## src/rtl/bitty_param_core_if.sv

```systemverilog
// Instruction fetch handshake and retire reporting between an instruction
// source (master) and the BittyPro core (slave).
interface bitty_param_core_if;
   logic        inst_valid;
   logic        inst_ready;
   logic [15:0] instruction;
   logic        done;
   logic        illegal;

   modport master (
      output inst_valid,
      output instruction,
      input  inst_ready,
      input  done,
      input  illegal
   );

   modport slave (
      input  inst_valid,
      input  instruction,
      output inst_ready,
      output done,
      output illegal
   );
endinterface

```

## src/rtl/bitty_param_core.sv

```systemverilog
// BittyPro datapath/controller: one 16-bit instruction at a time over an
// 8-entry register file. Sequence per instruction is IDLE -> LOAD -> EXEC ->
// WB, or IDLE -> ERR for an illegal format.
module bitty_param_core #(
   parameter int DATA_W     = 16,
   parameter bit CMP_SIGNED = 1'b0
) (
   input  logic                  clk,
   input  logic                  reset,
   bitty_param_core_if.slave     bus,
   output logic [8*DATA_W-1:0]   regs_flat,
   output logic [DATA_W-1:0]     reg_C,
   output logic                  flag_z,
   output logic                  flag_c
);

   localparam int SHW = $clog2(DATA_W);

   typedef enum logic [2:0] {IDLE, LOAD, EXEC, WB, ERR} state_t;

   state_t              state_q, state_d;
   logic [15:0]         instr_q;
   logic [DATA_W-1:0]   regs_q [8];
   logic [DATA_W-1:0]   regS_q;
   logic [DATA_W-1:0]   regB_q;
   logic [DATA_W-1:0]   regC_q;
   logic                z_q;
   logic                c_q;

   logic [2:0]          rx, ry, op;
   logic [1:0]          fmt;
   logic [DATA_W-1:0]   b_dec;
   logic [DATA_W:0]     alu_res;

   // ALU: returns {carry/borrow, result}; results wrap modulo 2^DATA_W.
   function automatic logic [DATA_W:0] alu(input logic [2:0]        fop,
                                           input logic [DATA_W-1:0] a,
                                           input logic [DATA_W-1:0] b);
      logic signed [DATA_W-1:0] sa;
      logic signed [DATA_W-1:0] sb;
      logic                     gt;
      logic                     lt;
      logic [DATA_W:0]          r;
      sa = a;
      sb = b;
      if (CMP_SIGNED) begin
         gt = sa > sb;
         lt = sa < sb;
      end else begin
         gt = a > b;
         lt = a < b;
      end
      case (fop)
         3'd0:    r = {1'b0, a} + {1'b0, b};
         3'd1:    r = {1'b0, a} - {1'b0, b};   // top bit is the borrow
         3'd2:    r = {1'b0, a & b};
         3'd3:    r = {1'b0, a | b};
         3'd4:    r = {1'b0, a ^ b};
         3'd5:    r = {1'b0, a << b[SHW-1:0]};
         3'd6:    r = {1'b0, a >> b[SHW-1:0]};
         default: r = {1'b0, lt ? DATA_W'(2) : (gt ? DATA_W'(1) : {DATA_W{1'b0}})};
      endcase
      return r;
   endfunction

   assign rx  = instr_q[15:13];
   assign ry  = instr_q[12:10];
   assign op  = instr_q[4:2];
   assign fmt = instr_q[1:0];

   // Operand B: zero-extended imm8 for fmt 01, otherwise R[ry].
   always_comb begin
      b_dec = regs_q[ry];
      if (fmt == 2'b01) begin
         b_dec = DATA_W'(instr_q[12:5]);
      end
   end

   assign alu_res = alu(op, regS_q, regB_q);

   // Next-state decode; only IDLE looks at the handshake inputs.
   always_comb begin
      state_d = state_q;
      case (state_q)
         IDLE:    if (bus.inst_valid) state_d = bus.instruction[1] ? ERR : LOAD;
         LOAD:    state_d = EXEC;
         EXEC:    state_d = WB;
         WB:      state_d = IDLE;
         ERR:     state_d = IDLE;
         default: state_d = IDLE;
      endcase
   end

   // State register.
   always_ff @(posedge clk) begin
      if (reset) state_q <= IDLE;
      else       state_q <= state_d;
   end

   // Datapath registers, each loaded in the state that owns it.
   always_ff @(posedge clk) begin
      if (reset) begin
         instr_q <= '0;
         regS_q  <= '0;
         regB_q  <= '0;
         regC_q  <= '0;
         z_q     <= 1'b0;
         c_q     <= 1'b0;
         for (int n = 0; n < 8; n++) regs_q[n] <= '0;
      end else begin
         case (state_q)
            // accept: latch the instruction word
            IDLE: if (bus.inst_valid) instr_q <= bus.instruction;
            // operand fetch: both operands captured before any write-back
            LOAD: begin
               regS_q <= regs_q[rx];
               regB_q <= b_dec;
            end
            // execute: result and flags update together
            EXEC: begin
               regC_q <= alu_res[DATA_W-1:0];
               c_q    <= alu_res[DATA_W] & (op == 3'd0 || op == 3'd1);
               z_q    <= (alu_res[DATA_W-1:0] == '0);
            end
            // write-back
            WB:   regs_q[rx] <= regC_q;
            default: ;
         endcase
      end
   end

   assign bus.inst_ready = (state_q == IDLE);
   assign bus.done       = (state_q == WB) || (state_q == ERR);
   assign bus.illegal    = (state_q == ERR);

   for (genvar g = 0; g < 8; g++) begin : g_flat
      assign regs_flat[g*DATA_W +: DATA_W] = regs_q[g];
   end

   assign reg_C  = regC_q;
   assign flag_z = z_q;
   assign flag_c = c_q;

endmodule

```

## src/flat_wrapper.sv

```systemverilog
// flat-port wrapper written by rule: the top's interface ports become plain ports
module bitty_param_core_flat 
#(
   parameter int DATA_W     = 16,
   parameter bit CMP_SIGNED = 1'b0
)
  (clk, reset, regs_flat, reg_C, flag_z, flag_c, bus_inst_valid, bus_instruction, bus_inst_ready, bus_done, bus_illegal);
  bitty_param_core_if bus_i ();
  input  logic clk;
  input  logic reset;
  output logic [8*DATA_W-1:0] regs_flat;
  output logic [DATA_W-1:0] reg_C;
  output logic flag_z;
  output logic flag_c;
  input wire logic [$bits(bus_i.inst_valid)-1:0] bus_inst_valid;
  input wire logic [$bits(bus_i.instruction)-1:0] bus_instruction;
  output wire logic [$bits(bus_i.inst_ready)-1:0] bus_inst_ready;
  output wire logic [$bits(bus_i.done)-1:0] bus_done;
  output wire logic [$bits(bus_i.illegal)-1:0] bus_illegal;
  assign bus_i.inst_valid = bus_inst_valid;
  assign bus_i.instruction = bus_instruction;
  assign bus_inst_ready = bus_i.inst_ready;
  assign bus_done = bus_i.done;
  assign bus_illegal = bus_i.illegal;
  bitty_param_core #(.DATA_W(DATA_W), .CMP_SIGNED(CMP_SIGNED)) u_core (.clk(clk), .reset(reset), .bus(bus_i), .regs_flat(regs_flat), .reg_C(reg_C), .flag_z(flag_z), .flag_c(flag_c));
endmodule
```

## config.mk

```make
export PLATFORM = sky130hd
export DESIGN_NAME = bitty_param_core_flat
export DESIGN_NICKNAME = d
export VERILOG_FILES = /design/src/rtl/bitty_param_core_if.sv /design/src/rtl/bitty_param_core.sv /design/src/flat_wrapper.sv
export SDC_FILE = /design/constraint.sdc
export NUM_CORES = 1
export LEC_CHECK = 0
export ABC_AREA = 1
export BUFFER_PORTS_ARGS = -buffer_cell sky130_fd_sc_hd__buf_2
export CORE_AREA = 5 5 187 189
export CTS_CLUSTER_DIAMETER = 120
export DETAILED_ROUTE_END_ITERATION = 8
export DIE_AREA = 0 0 192 194
export PLACE_DENSITY = 0.55
export SETUP_SLACK_MARGIN = 0.4
export SLEW_MARGIN = 20
export SYNTH_ARGS = -nofsm -noshare
export SYNTH_HDL_FRONTEND = slang
export SYNTH_SLANG_ARGS = --single-unit
```

## constraint.sdc

```tcl
create_clock -name clk -period 2.9 [get_ports clk]
set_input_delay 0.145 -clock clk [delete_from_list [all_inputs] [get_ports clk]]
set_output_delay 0.145 -clock clk [all_outputs]
set_load 0.02 [all_outputs]
```

==> results.md <==
* GRT Residual Overflow at 0
* Setup crit start: u_core.regS_q[15]$_SDFFE_PP0P_
* Gate Count Post-Synth at 1819
* EDFF count, synth at 128
* Core area at 33100 um^2
* Worst reg2reg startpoint: u_core.regS_q[15]$_SDFFE_PP0P_
* Post-layout min period at 2.38 ns
* Worst slew margin at 36.1%
* Number of global-route vias before repair at 12921
* HP Start: bus_instruction[11]
* MaxCap Viol Count at 0
* Max clock buf depth at 2
* Hold Fails Final Rpt at 0
* Root Buffer: clkbuf_16
* Avg Cell Area, Syn at 7.20 um^2
* Status: finished, final reports clean
* Post-route setup TNS at 0 ns
* Async S/R FF share, synth at 0%
* Crit path arrival time at 2.75 ns
* Area growth syn-to-layout at 20.5%
* Die Width at 192 um
* PwrDens at 524 nW/um^2
* Switching pwr at 0.00304 W
* Gate power share at 29.4%
* CTS tree: yes
* Final ANT Viol Nets at 0
* # diodes at 0
* Tightest Pin Transition at 0.957 ns
* First-pass GRT wire length at 79200 um
* Skew final at 0.0180 ns
* Dpl hpwl at 40600 um
* Initial Utilization at 39.5%
* Final period utilization at 82.1%
* Post-Syn Area at 13100 um^2
* CTS HTree Levels at 4
* DR vias at 13667
* Worst path cell trace: inv_1, ha_1, nor2_1, inv_1, nor2_1, nor2_1, nand2_1, nand2_1, nand2_1, nand2_1, nand3_2, nor2_1, nand3_1, a21oi_2
* Net Sw Frac at 36.8%
* #FFs+latches synth at 200
* FP Rows at 67
* Port buffer count at 167
* Layout cells sized above 1 at 19.5%
* Clk slew on worst S/H paths at 0.08 ns
* GRT Util Overall at 27.5%
* Register area share after synthesis at 40.4%
* Nets at 2069
* Critical path capture point type: flip-flop
* Critical path's slowest cell: ha_1
* Final Max Tran Viols at 0
* Seq pwr share at 40.3%
* # clock sinks at 200
* Max stage delay on crit path at 0.49 ns
* Top-level port count at 168
* Leak at 6.74 nW
* WP data required at 3.27 ns
* Warnings, synthesis at 0
* First drt pass iteration count at 6
* Area taken by multi-input logic gates at 7060 um^2
* Synth cell types at 51
* Commonest cells after routing, fill and taps aside: nand2_1, nor2_1, nand3_1
* Worst hold path type: input port to flip-flop
* Vias per cell at 5.57
* Final GP Congestion at 0.944
* RSZ-0062 raised after global routing: false
* Remaining DRCs at 0
* Peak supply drop at 0.000449 V
* Crit Path Category: flip-flop to flip-flop
* Post-Route WL at 52300 um
* Startpoint type of the worst setup path: flip-flop
* Num CTS Buffers at 17
* Setup Viol. Count Final at 0
* Initial antenna violation count at 0
* Largest net degree at the start of global routing at 80
* Clock group share of total power at 30.4%
* Synthesized net count at 1894
* Filler cell count at 3401
* Die height at 194 um
* WL/cell at 21.3 um
* Die area at 37200 um^2
* Latest clock arrival within the worst-skew pair at 0.45 ns
* Reg area at 5330 um^2
* Ys flop type: edfxtp_1
* Pwr Total at 0.00827 W
* CP max FO at 7
* DRT iter0 DRCs at 1495
* Max frequency at 420 MHz
* Commonest non-fill, non-tap cell in the layout: nand2_1
* Cell internal pwr at 0.00523 W
==> flip-flops by register name, indices dropped and copies added, names as in the netlist, named ones only <==
signal and flops:
u_core.regs_q 128, u_core.instr_q 16, u_core.regB_q 16, u_core.regS_q 16
u_core.reg_C 16, u_core.state_q 3, u_core.flag_c 1, u_core.flag_z 1
==> worst max-delay path: cells and delay by family (launching register included) <==
family / cells / cell delay (ns)
compound gates: 1 / 0.12
fa+ha+maj: 1 / 0.49
buf+inv: 2 / 0.27
flops: 1 / 0.41
simple gates: 10 / 1.01
==> timing repair <==
item,in CTS,in global routing
resized for setup,43,74
hold endpoints to repair,13,0
hold buffers,11,0
endpoints found under the setup margin,9,7
gates cloned,0,0
pin swaps,2,18
buffers inserted,5,10
==> per-stage QoR <==
step / util [%] / instances / hold WS, ns / area (um^2) / setup WS, ns
2_1_floorplan: - / 1819 / 0.261 / 13100 / 0.519
3_3_place_gp: 43.8 / 2397 / 0.373 / 14500 / -0.0596
3_5_place_dp: 43.8 / 2397 / 0.389 / 14500 / -0.0468
4_1_cts: 46.6 / 2445 / 0.0148 / 15400 / 0.400
5_1_grt: 47.7 / 2455 / 0.0247 / 15800 / 0.375
6_report: 47.7 / 2455 / 0.0182 / 15800 / 0.519
==> routing by layer <==
metal	part of all wire [%]	up-vias	global-route usage [%]
met5	0	-	0
met2	46	629	43.8
li1	-	6470	-
met3	6.8	82	3.53
met4	2.3	0	6.71
met1	45	6486	39.6
==> path summary, 6_finish.rpt <==
check / endpoint / slack [ns] / depth (start not counted)
worst max-delay path: u_core.flag_z$_SDFFE_PP0P_ / 0.52 / 14
worst min-delay path: flip-flop / 0.02 / 3
worst max register to register: u_core.flag_z$_SDFFE_PP0P_ / 0.52 / 14
worst min register to register: u_core.instr_q[0]$_SDFFE_PP0P_ / 0.47 / 2
==> cell families (layout without fill, tap and decap cells) <==
kind of cell	after synthesis	count (layout)	synth area share, %
flops	200	200	40.4
mux	1	1	0.0765
compound gates	335	335	15.2
fa+ha+maj	56	56	5.47
buf+inv	273	461	8.45
xor+xnor	1	1	0.0669
simple gates	953	953	30.4
==> Yosys cell counts, drive strengths merged (3+ instances only) <==
cell / n / area, um^2
nand2: 392 / 1490
nor2: 315 / 1190
nand3: 200 / 1020
inv: 165 / 622
a21oi: 133 / 669
edfxtp: 128 / 3840
o21ai: 98 / 490
dfxtp: 72 / 1440
clkbuf: 57 / 214
ha: 54 / 676
buf: 41 / 233
o211ai: 37 / 278
a221oi: 21 / 184
nor3: 20 / 110
nand4: 13 / 81.3
clkinv: 10 / 37.5
a211oi: 6 / 45.0
a22o: 6 / 52.6
o221ai: 6 / 52.6
o32ai: 6 / 52.6
o22ai: 5 / 31.3
or2: 5 / 31.3
and2: 4 / 25.0
o2111ai: 4 / 35.0
a31oi: 3 / 18.8
nand3b: 3 / 22.5
o21bai: 3 / 22.5
==> layout make-up <==
type	count	share of cell area (%)
Multi-Input combinational cell	1346	44.8
Sequential cell	200	33.8
Timing Repair Buffer	254	9.81
Inverter	175	4.20
Tap cell	448	3.55
Clock buffer	17	2.70
Clock inverter	15	1.23
==> power groups by stage <==
stage	clock network, W	registers [W]	logic, W
6_report	0.00251	0.00333	0.00243
5_1_grt	0.00265	0.00334	0.00266
4_1_cts	0.00254	0.00333	0.00228
3_5_place_dp	0	0.00339	0.00220
3_3_place_gp	0	0.00339	0.00220
2_1_floorplan	0	0.00343	0.00137
Power figures use the tool's default switching activity.
